<file path="src/rtl/uart_tx_fifo.sv">
// UART transmitter (8N1, LSB first) fed by a small byte FIFO.
// Define UART_TX_PARITY_EN to insert an even-parity bit between d7 and stop.
//
// state  | meaning
// IDLE   | line high, waiting for a byte in the FIFO
// START  | start bit (0) on the line
// DATA   | data bits d0..d7
// PARITY | even parity of d0..d7 (UART_TX_PARITY_EN only)
// STOP   | stop bit (1); chains straight into START when more data is queued
module uart_tx_fifo #(
  parameter int DIVISOR    = 217,
  parameter int DEPTH_LOG2 = 3
) (
  input  logic                  clock,
  input  logic                  reset,
  input  logic [7:0]            in_data,
  input  logic                  in_valid,
  output logic                  out_ready,
  output logic                  out_uart_tx,
  output logic                  out_busy,
  output logic [DEPTH_LOG2:0]   out_count
);

  localparam int DEPTH = 2 ** DEPTH_LOG2;

  typedef logic [DEPTH_LOG2-1:0] ptr_t;
  typedef logic [DEPTH_LOG2:0]   cnt_t;

  localparam cnt_t        FULL_COUNT = cnt_t'(DEPTH);
  localparam logic [15:0] DIV_RELOAD = 16'(DIVISOR - 1);

`ifdef UART_TX_PARITY_EN
  typedef enum logic [2:0] {IDLE, START, DATA, PARITY, STOP} state_t;
`else
  typedef enum logic [2:0] {IDLE, START, DATA, STOP} state_t;
`endif

  logic [7:0] mem [DEPTH];
  ptr_t       wr_ptr;
  ptr_t       rd_ptr;
  cnt_t       count;
  logic       push;
  logic       pop;
  logic       fifo_empty;
  logic [7:0] head;

  state_t      state, state_nxt;
  logic [15:0] div_cnt, div_nxt;
  logic [2:0]  bit_cnt, bit_nxt;
  logic [7:0]  shift_q, shift_nxt;
  logic        tx_q, tx_nxt;
  logic        bit_end;
`ifdef UART_TX_PARITY_EN
  logic        par_q, par_nxt;
`endif

  assign out_ready   = count < FULL_COUNT;
  assign push        = in_valid && out_ready && !reset;
  assign fifo_empty  = (count == '0);
  assign head        = mem[rd_ptr];
  assign bit_end     = (div_cnt == 16'd0);
  assign out_count   = count;
  assign out_busy    = !fifo_empty || (state != IDLE);
  assign out_uart_tx = tx_q;

  always_ff @(posedge clock) begin
    if (push) mem[wr_ptr] <= in_data;
  end

  // A write while full never reaches here because out_ready is already low.
  always_ff @(posedge clock) begin
    if (reset) begin
      wr_ptr <= '0;
      rd_ptr <= '0;
      count  <= '0;
    end else begin
      if (push) wr_ptr <= wr_ptr + ptr_t'(1);
      if (pop)  rd_ptr <= rd_ptr + ptr_t'(1);
      case ({push, pop})
        2'b10:   count <= count + cnt_t'(1);
        2'b01:   count <= count - cnt_t'(1);
        default: count <= count;
      endcase
    end
  end

  always_ff @(posedge clock) begin
    if (reset) begin
      state   <= IDLE;
      div_cnt <= 16'd0;
      bit_cnt <= 3'd0;
      shift_q <= 8'd0;
      tx_q    <= 1'b1;
`ifdef UART_TX_PARITY_EN
      par_q   <= 1'b0;
`endif
    end else begin
      state   <= state_nxt;
      div_cnt <= div_nxt;
      bit_cnt <= bit_nxt;
      shift_q <= shift_nxt;
      tx_q    <= tx_nxt;
`ifdef UART_TX_PARITY_EN
      par_q   <= par_nxt;
`endif
    end
  end

  always_comb begin
    state_nxt = state;
    div_nxt   = bit_end ? DIV_RELOAD : div_cnt - 16'd1;
    bit_nxt   = bit_cnt;
    shift_nxt = shift_q;
    tx_nxt    = tx_q;
    pop       = 1'b0;
`ifdef UART_TX_PARITY_EN
    par_nxt   = par_q;
`endif
    case (state)
      IDLE: begin
        tx_nxt  = 1'b1;
        div_nxt = 16'd0;
        if (!fifo_empty) begin
          pop       = 1'b1;
          shift_nxt = head;
          tx_nxt    = 1'b0;
          div_nxt   = DIV_RELOAD;
          state_nxt = START;
`ifdef UART_TX_PARITY_EN
          par_nxt   = ^head;
`endif
        end
      end
      START: begin
        if (bit_end) begin
          state_nxt = DATA;
          bit_nxt   = 3'd0;
          tx_nxt    = shift_q[0];
          shift_nxt = {1'b0, shift_q[7:1]};
        end
      end
      DATA: begin
        if (bit_end) begin
          if (bit_cnt == 3'd7) begin
`ifdef UART_TX_PARITY_EN
            state_nxt = PARITY;
            tx_nxt    = par_q;
`else
            state_nxt = STOP;
            tx_nxt    = 1'b1;
`endif
          end else begin
            bit_nxt   = bit_cnt + 3'd1;
            tx_nxt    = shift_q[0];
            shift_nxt = {1'b0, shift_q[7:1]};
          end
        end
      end
`ifdef UART_TX_PARITY_EN
      PARITY: begin
        if (bit_end) begin
          state_nxt = STOP;
          tx_nxt    = 1'b1;
        end
      end
`endif
      STOP: begin
        if (bit_end) begin
          if (!fifo_empty) begin
            pop       = 1'b1;
            shift_nxt = head;
            tx_nxt    = 1'b0;
            state_nxt = START;
`ifdef UART_TX_PARITY_EN
            par_nxt   = ^head;
`endif
          end else begin
            state_nxt = IDLE;
            div_nxt   = 16'd0;
          end
        end
      end
      default: begin
        state_nxt = IDLE;
        tx_nxt    = 1'b1;
      end
    endcase
  end

endmodule

</file>
<file path="config.mk">
export PLATFORM = sky130hd
export DESIGN_NAME = uart_tx_fifo
export DESIGN_NICKNAME = d
export VERILOG_FILES = /design/src/rtl/uart_tx_fifo.sv
export SDC_FILE = /design/constraint.sdc
export NUM_CORES = 1
export LEC_CHECK = 0
export BUFFER_PORTS_ARGS = -buffer_cell sky130_fd_sc_hd__buf_2
export CORE_MARGIN = 8
export CORE_UTILIZATION = 39
export CTS_CLUSTER_DIAMETER = 150
export DETAILED_ROUTE_END_ITERATION = 10
export PLACE_DENSITY_LB_ADDON = 0.1
export SLEW_MARGIN = 40
export SYNTH_ARGS = -nofsm -noshare
export SYNTH_HDL_FRONTEND = slang
export SYNTH_SLANG_ARGS = --single-unit
</file>
<file path="constraint.sdc">
create_clock -name clock -period 3.45 [get_ports clock]
set_clock_uncertainty 0.05 [all_clocks]
set_input_delay 0.69 -clock clock [delete_from_list [all_inputs] [get_ports clock]]
set_output_delay 0.69 -clock clock [all_outputs]
set_load 0.005 [all_outputs]
</file>
# After elaboration in Yosys (flattened, before gate mapping)
# Memories as Yosys holds them, arrays and structs flattened. A register that Yosys moved wholly into a read port is not among the register bits.
# Cells that the tools add are included.
dict set report classes {
  n_addsub 6
  order_cmp 1
  reduce_logical 16
  eq_ne 13
  muxes 37
}
# cell n
set ops {}
lappend ops {{$mux W16} 3}
lappend ops {{$mux W8} 6}
lappend ops {{$pmux W16 S2} 1}
lappend ops {{$pmux W8 S4} 1}
lappend ops {{$mux W3} 10}
lappend ops {{$logic_not A16 Y1} 1}
lappend ops {{$sub A16 B1 Y16 const B} 1}
lappend ops {{$ne A2 B2 Y1 const B} 7}
lappend ops {{$pmux W3 S4} 1}
lappend ops {{$mux W1} 11}
lappend ops {{$reduce_and A5 Y1} 2}
lappend ops {{$add A3 B1 Y3 const B} 3}
lappend ops {{$pmux W4 S2} 1}
lappend ops {{$reduce_and A4 Y1} 2}
lappend ops {{$eq A3 B2 Y1 const B} 2}
lappend ops {{$pmux W3 S2} 1}
lappend ops {{$add A4 B1 Y4 const B} 1}
lappend ops {{$logic_not A4 Y1} 1}
lappend ops {{$lt A4 B4 Y1 const B} 1}
lappend ops {{$pmux W1 S4} 1}
lappend ops {{$reduce_bool A2 Y1} 2}
lappend ops {{$reduce_bool A4 Y1} 1}
lappend ops {{$sub A4 B1 Y4 const B} 1}
lappend ops {{$eq A3 B1 Y1 const B} 1}
lappend ops {{other kinds (9)} 11}
dict set report word_totals {
  wordCells 82
  out_inout_bits 7
  mem_count 1
  register_bits 41
  input_bits 11
  mem_bits_rw 64
}
# memory depth width read_ports rd_clocked_by_memory_dff wr line_no
set mem_list {}
lappend mem_list {mem 8 8 1 1 1 38} ;# logic [7:0] mem [DEPTH];

# Depth between registers and ports, before layout
# Gate-level depths: netlist of run 1.
dict set report depth {
  ltp_word 6
  depth_mapped 14
  mapped_depth_nobuf 13
}

# Worst setup path after synthesis of run 1
# OpenSTA, ideal clock, no wires.
dict set report synth_timing {
  path_kind {reg-to-reg}
  from {reg count[1] (netlist: out_count[1])}
  to {reg count[2] (netlist: out_count[2])}
  setup_time_ps 70
  setup_slack_ps 692
  t_arrival_ps 2637
  required_ps 3330
  path_stages_with_launch 13
  cell_sequence {dfxtp_1 clkbuf_1 or4_4 and3_4 a21oi_4 inv_1 ha_1 xor2_1 ha_1 a21oi_1 xor2_1 or3_1 a21oi_1}
}
dict set report synth_via {
  elab_chain_cells 6
  word_cells_on_any_way 13
  classes_between {add/sub: 2; order compare: 1; eq/ne: 2; mux: 4; reduce/logical: 4}
}
# element line_no
set synth_lines {}
lappend synth_lines {{start, declared} 41} ;# cnt_t count;
lappend synth_lines {{start signal, assigned} 80} ;# 2'b10: count <= count + cnt_t'(1);
lappend synth_lines {{start signal, assigned} 81} ;# 2'b01: count <= count - cnt_t'(1);
lappend synth_lines {{start signal, assigned} 82} ;# default: count <= count;
lappend synth_lines {{$logic_not A4 Y1 (*)} 59} ;# assign fifo_empty = (count == '0);
lappend synth_lines {{$mux W1 (*)} {123, 169}}
lappend synth_lines {{$mux W1} 168} ;# if (bit_end) begin
lappend synth_lines {{$pmux W1 S2 (*)} 119} ;# case (state)
lappend synth_lines {{named net pop} 43} ;# logic pop;
lappend synth_lines {{$eq A2 B1 Y1 or $eq A2 B2 Y1 (tied branches)} 79} ;# case ({push, pop})
lappend synth_lines {{$pmux W4 S2 or $reduce_bool A2 Y1 (tied branches)} -}
# Mark *: on every way through the listed nets, which the timed path passes. The rest lies on a longest branch.
# A chain may end at the register's enable or synchronous reset.

# Final worst setup path of run 1
dict set report layout_timing {
  from {reg div_cnt[0]}
  to {reg count[2] (netlist: out_count[2])}
}
dict set report layout_via {
  elab_chain_cells 5
  word_cells_on_any_way 7
  classes_between {eq/ne: 2; mux: 3; reduce/logical: 2}
}
# element line_no
set layout_lines {}
lappend layout_lines {{start, declared} 48} ;# logic [15:0] div_cnt, div_nxt;
lappend layout_lines {{start signal, assigned} 99} ;# div_cnt <= div_nxt;
lappend layout_lines {{$logic_not A16 Y1 (*)} 61} ;# assign bit_end = (div_cnt == 16'd0);
lappend layout_lines {{$mux W1 (*)} 168}
lappend layout_lines {{$pmux W1 S2 (*)} 119}
lappend layout_lines {{named net pop} 43}
lappend layout_lines {{$eq A2 B1 Y1 or $eq A2 B2 Y1 (tied branches)} 79}
lappend layout_lines {{$pmux W4 S2 or $reduce_bool A2 Y1 (tied branches)} -}
# Marks and branches as above.

==> metrics.md, run 1 <==
| Metric | Value |
|---|---|
| Crit-path cells | `inv_1 > ha_1 > nor3b_1 > and4_1 > a21oi_4 > inv_1 > ha_1 > xor2_1 > ha_1 > a21oi_1 > xor2_1 > or3_1 > a21oi_1` |
| Most common cell on crit path | `ha_1` |
| Vias | `2984` |
| Worst-Margin Slew | `0.636 ns` |
| Post-synthesis instance total | `375` |
| ANT cells | `0` |
| Vias in the first global route | `3081` |
| Fin crit period | `2.89 ns` |
| Crit Path Category | `register to register` |
| Critical Path End Type | `register` |
| Largest net degree at the start of global routing | `26` |
| Detailed Route Iter0 Violations | `111` |
| Final Core Density | `0.452` |
| Hold-fix buffers at CTS | `0` |
| Clk_lat worst skew | `0.35 ns` |
| CTS resizes | `0` |
| Initial Util | `0.399` |
| First-pass GRT wire length | `15.9 mm` |
| Pre-antenna DRT Iters | `4` |
| Number of remaining DRC errors | `0` |
| WP data required | `3.68 ns` |
| Critical path launch point type | `register` |
| Library cells used by synthesis | `54` |
| Final net count | `429` |
| P&R area growth vs syn | `13.2%` |
| Synth Flop Type | `edfxtp_1` |
| Synthesis Warnings | `0` |
| Post-route ant nets | `0` |
| CP max-delay cell | `nor3b_1` |
| CORE AREA | `0.0120 mm2` |
| Cell area after synthesis | `0.00477 mm2` |
| Setup violations, final | `0` |
| Critical path's top delay family | `simple AND/OR/NAND/NOR gates` |
| Vias per cell | `5.35` |
| Crit path arrival time | `3.12 ns` |
| EDFF count, synth | `64` |
| Period utilisation layout | `0.837` |
| Hpwl dp | `6.40 mm` |
| Worst hold-check path type | `register to register` |
| Setup TNS | `0 ns` |
| Syn_nets | `398` |
| RSZ-0062 raised after global routing | `no` |
| Worst-path maximum fanout | `7` |
| Max Clk Rate | `346 MHz` |
| Peak supply drop | `0.361 mV` |
| Gr usage total | `0.130` |
| Asr flop ratio synth | `0` |
| CTS clk-pin slew, worst paths | `0.07 ns` |
| Die Y | `127 um` |
| Post-CTS Setup Inserts | `0` |
| Worst Path Buf+Inv | `2` |
| Worst path max stage delay | `0.35 ns` |
| Clock sinks | `107` |
| Total gr overflow | `0` |
| CTS H-tree lvls | `3` |
| PortBufs | `17` |
| CTS tree | `done` |
| Max Slew Vio Count | `0` |
| Sequential fraction of the synthesis area | `0.583` |
| Final Hold Viols | `0` |
| Routed len/inst | `17.4 um` |
| Initial antenna violation count | `0` |
| Fraction of layout cells with a size suffix above 1 | `0.195` |
| Drt total wl | `9.70 mm` |
| Max Cap Viol | `0` |
| Finished Cell Area | `0.00540 mm2` |
| Routability cong. | `0.722` |
| Max_slew headroom | `0.573` |
| FF+latch count, synth | `107` |
| Leakage Power | `1.92 nW` |
| Num CTS Buffers | `9` |
| # IOs | `18` |
| Std cell rows | `40` |
| Status | `complete, no violations` |
| Root Driver | `clkbuf_16` |
| Placed cell areas | `0.00511 mm2` |
| Pwr Density | `934 mW/mm2` |
| Syn_area_per_cell | `12.7 um2` |
| Bufs on Longest Clock Path | `2` |
| Total power | `5.05 mW` |
| Die area | `0.0160 mm2` |
| Die W | `127 um` |
## through the flow
stage	cells	hold slack, ns	worst slack, ns
floorplan	375	0.375	0.692
global placement	542	0.390	0.630
detailed placement	542	0.405	0.547
CTS	558	0.416	0.539
global route	558	0.451	0.256
finish	558	0.416	0.563
## worst reg2reg max path: stages, from the launching register on
cell and delay [ns]:
dfxtp_1 0.34, inv_1 0.06, ha_1 0.29, nor3b_1 0.35, and4_1 0.33, a21oi_4 0.10, inv_1 0.08, ha_1 0.27
xor2_1 0.17, ha_1 0.15, a21oi_1 0.05, xor2_1 0.16, or3_1 0.31, a21oi_1 0.13
## path summary, 6_finish.rpt
check / from / end / slack (ns) / cells past startpoint
hold reg to reg: shift_q[7] / shift_q[7] / 0.42 / 2
setup reg to reg: div_cnt[0] / out_count[2] / 0.56 / 13
setup / recovery: div_cnt[0] / out_count[2] / 0.56 / 13
hold / removal: shift_q[7] / shift_q[7] / 0.42 / 2
## Yosys cell counts (4+ instances only)
library cell  number  area (um2)
a21oi_1           11        55.1
buf_2              5        25.0
clkbuf_1           7        26.3
dfxtp_1           43         861
edfxtp_1          64        1920
ha_1              12         150
inv_1              9        33.8
mux2i_1            5        50.1
mux4_2            16         360
nand2_1           31         116
nand3_1           14        70.1
nor2_1            28         105
nor2b_1           10        62.6
nor3_1             6        30.0
nor3b_1            4        30.0
o211ai_1          15         113
o21a_1             7        52.6
o21ai_0            6        30.0
o22ai_1            9        56.3
o31ai_1            5        37.5
or3_1              6        37.5
xor2_1            12         105
## registers in the layout, summed over array words and instances (netlist names), named ones only
register / flops
wr_ptr: 3
rd_ptr: 3
state: 2
out_uart_tx: 1
div_cnt: 16
mem: 64
bit_cnt: 3
out_count: 4
shift_q: 8
## layout by cell type (no fill, tap or decap), types with 12 or more instances in the layout
| cell type | count |
|---|---|
| ha_1 | 12 |
| nor2_1 | 28 |
| buf_2 | 17 |
| xor2_1 | 12 |
| edfxtp_1 | 64 |
| mux4_2 | 16 |
| o211ai_1 | 15 |
| nand2_1 | 31 |
| buf_4 | 19 |
| dfxtp_1 | 43 |
| nand3_1 | 14 |
## cell families after synthesis
kind of cell | count (synthesis) | share of synthesized area
AO/OA/AOI/OAI | 70 | 0.101
XOR/XNOR | 14 | 0.0257
adder cells (fa/ha/maj) | 12 | 0.0314
buffers and inverters | 25 | 0.0225
flip-flops | 107 | 0.583
multiplexers | 25 | 0.0954
AND/OR/NAND/NOR | 122 | 0.141
## cell type report
cell class,instances,area [um2]
repair buffers,36,228
fillers,1089,6560
clock inverters,7,66.3
multi-input cells,243,1880
clock buffers,9,225
well taps,147,184
inverters,9,33.8
flip-flops and latches,107,2780
## per-layer routing
| layer | GRT usage | vias up | part of all wire |
|---|---|---|---|
| li1 | - | 1480 | - |
| met1 | 0.157 | 1453 | 0.47 |
| met2 | 0.210 | 39 | 0.47 |
| met3 | 0.0423 | 12 | 0.041 |
| met4 | 0.0510 | 0 | 0.023 |
| met5 | 0 | - | 0 |
## report_power, final
group	internal [mW]	total, mW	switching (mW)
logic	1.01	2.35	1.34
registers	1.52	1.69	0.163
clock network	0.508	1.01	0.500
total	3.04	5.05	2.01
No activity file was read; power rests on OpenSTA's default activity.
==> run 2: changes to the inputs <==
Clock period 3.45 ns to 2.4 ns, I/O delays scaled along.
==> run 2 against run 1 <==
  * The flow now finishes with violations (setup timing)
  * Utilization grew 2.6 points
  * Cell area grew 5.7%
  * Die area is the same
  * Flip-flop and latch count is the same
  * Critical path type unchanged
  * Critical endpoint unchanged
==> metrics.md, run 2 (synthesis gave the netlist of run 1 again) <==
| Metric | Value |
|---|---|
| Status | `complete, but fails checks` |
| Violated checks | `setup timing` |
| Commonest non-fill, non-tap cell in the layout | `edfxtp_1` |
| Hpwl dp | `6.75 mm (+5.5%)` |
| Commonest cells after routing, fill and taps aside | `edfxtp_1 (64), buf_4 (50), dfxtp_1 (42)` |
| Drt total wl | `10.0 mm (+3.5%)` |
| Max_slew headroom | `0.631 (+0.0584)` |
| Final Hold Viols | `0 (unchanged)` |
| Max reg flops | `64 (unchanged)` |
| Gr usage total | `0.132 (+0.00214)` |
| Max Slew Vio Count | `0 (unchanged)` |
| Initial Util | `0.399 (unchanged)` |
| Post-Layout Cell Count | `589 (+5.6%)` |
| CORE AREA | `0.0120 mm2 (unchanged)` |
| Critical Path End Type | `register` |
| Total power | `7.99 mW (+58%)` |
| # IOs | `18 (unchanged)` |
| Max Clk Rate | `405 MHz (+17%)` |
| Die W | `127 um (unchanged)` |
| Crit path arrival time | `2.71 ns (-0.41 ns)` |
| Pre-antenna DRT Iters | `4 (unchanged)` |
| Number of remaining DRC errors | `0 (unchanged)` |
| Hold_ws | `0.339 ns (-0.0762 ns)` |
| Clk_lat worst skew | `0.36 ns (about the same)` |
| Bufs on Longest Clock Path | `2 (unchanged)` |
| Pre-CTS setup slack | `-0.0997 ns (-0.646 ns)` |
| Clock sinks | `107 (unchanged)` |
| ANT cells | `0 (unchanged)` |
| Hold-fix buffers at CTS | `0 (unchanged)` |
| DP Cell Count | `570 (+5.2%)` |
| Root Driver | `clkbuf_16` |
| Vias per cell | `5.34 (about the same)` |
| Worst-Margin Slew | `0.549 ns (-0.0871 ns)` |
| Routed len/inst | `17.0 um (-2.0%)` |
| Die area | `0.0160 mm2 (unchanged)` |
| Final net count | `460 (+7.2%)` |
| Vias | `3147 (+5.5%)` |
| Num CTS Buffers | `9 (unchanged)` |
| Max Cap Viol | `0 (unchanged)` |
| P&R area growth vs syn | `19.6%` |
| Std cell rows | `40 (unchanged)` |
| Leakage Power | `2.09 nW (+8.5%)` |
| Worst-path maximum fanout | `4 (-3)` |
| Die Y | `127 um (unchanged)` |
| Initial antenna violation count | `0 (unchanged)` |
| Fraction of layout cells with a size suffix above 1 | `0.276 (+0.0814)` |
| Setup ws final | `-0.0693 ns (-0.632 ns)` |
| Filler instances | `1067 (-2.0%)` |
| Routability cong. | `0.760 (+5.2%)` |
| Top reg by flops | `mem` |
| Post-route ant nets | `0 (unchanged)` |
| CTS H-tree lvls | `3 (unchanged)` |
| Detailed Route Iter0 Violations | `197 (+77%)` |
| Vias in the first global route | `3064 (-0.55%)` |
| Largest net degree at the start of global routing | `26 (unchanged)` |
| Critical path launch point type | `register` |
| Fin crit period | `2.47 ns (-0.418 ns)` |
| Top Registers | `mem: 64 flops, div_cnt: 16 flops, shift_q: 8 flops` |
| Pwr Density | `1400 mW/mm2 (+50%)` |
| PortBufs | `17 (unchanged)` |
| Peak supply drop | `0.770 mV (+110%)` |
| Worst hold-check path type | `primary input to register` |
| Period utilisation layout | `1.03 (+0.192)` |
| Crit Path Category | `register to register` |
| Worst Reg-to-Reg Cells | `11 (-2)` |
| CTS tree | `done` |
| Total gr overflow | `0 (unchanged)` |
| WP data required | `2.64 ns (-1.04 ns)` |
| Hold path depth | `1 (-1)` |
| RSZ-0062 raised after global routing | `yes` |
| Setup violations, final | `2 (+2)` |
| First-pass GRT wire length | `16.3 mm (+2.0%)` |
| CTS clk-pin slew, worst paths | `0.07 ns (about the same)` |
## run 2: layout make-up
cell class              count  area, um2  area share
clock buffers               9        225      0.0394
multi-input cells         243       1940       0.340
well taps                 147        184      0.0322
clock inverters             7       81.3      0.0142
flip-flops and latches    107       2780       0.488
inverters                   9       33.8     0.00592
repair buffers             67        460      0.0806
## run 2: per-layer routing
layer | track usage | vias up | wire [um]
met5 | 0 | - | 0
met4 | 0.0531 | 0 | 157
met3 | 0.0348 | 11 | 278
met2 | 0.220 | 32 | 4960
met1 | 0.159 | 1556 | 4640
li1 | - | 1548 | -
## run 2: worst max-delay path, cell delays in order (launching register included)
cell,delay [ns]
dfxtp_2,0.32
or4_4,0.56
and3_4,0.21
a21oi_4,0.13
inv_2,0.06
ha_4,0.15
xor2_1,0.13
ha_2,0.19
a21oi_2,0.03
xor2_1,0.14
or3_1,0.30
a21oi_1,0.12
## run 2: final timing paths
check          startpoint           end  slack, ns
max          out_count[1]  out_count[2]      -0.07
min            in_data[2]     mem[1][2]       0.34
max reg2reg  out_count[1]  out_count[2]      -0.07
min reg2reg    shift_q[7]    shift_q[7]       0.42
## run 2: report_power, final
| group | internal [mW] | total, mW | switching [mW] |
|---|---|---|---|
| Combinational | 1.90 | 4.10 | 2.20 |
| Clock | 0.826 | 1.52 | 0.695 |
| Sequential | 2.19 | 2.36 | 0.170 |
## run 2: through the flow
step,instance area (um2),util,setup TNS (ns)
2_1_floorplan,4830,-,-0.350
3_3_place_gp,5370,0.449,-0.153
3_5_place_dp,5370,0.449,-0.187
4_1_cts,5710,0.477,-0.110
5_1_grt,5710,0.477,-0.337
6_report,5710,0.477,-0.127
## run 2: repair_timing
| item | in CTS | in global routing |
|---|---|---|
| gates resized for setup | 3 | 1 |
| endpoints found under the setup margin | 2 | 2 |
| pin swaps | 4 | 0 |
| buffers inserted | 3 | 0 |
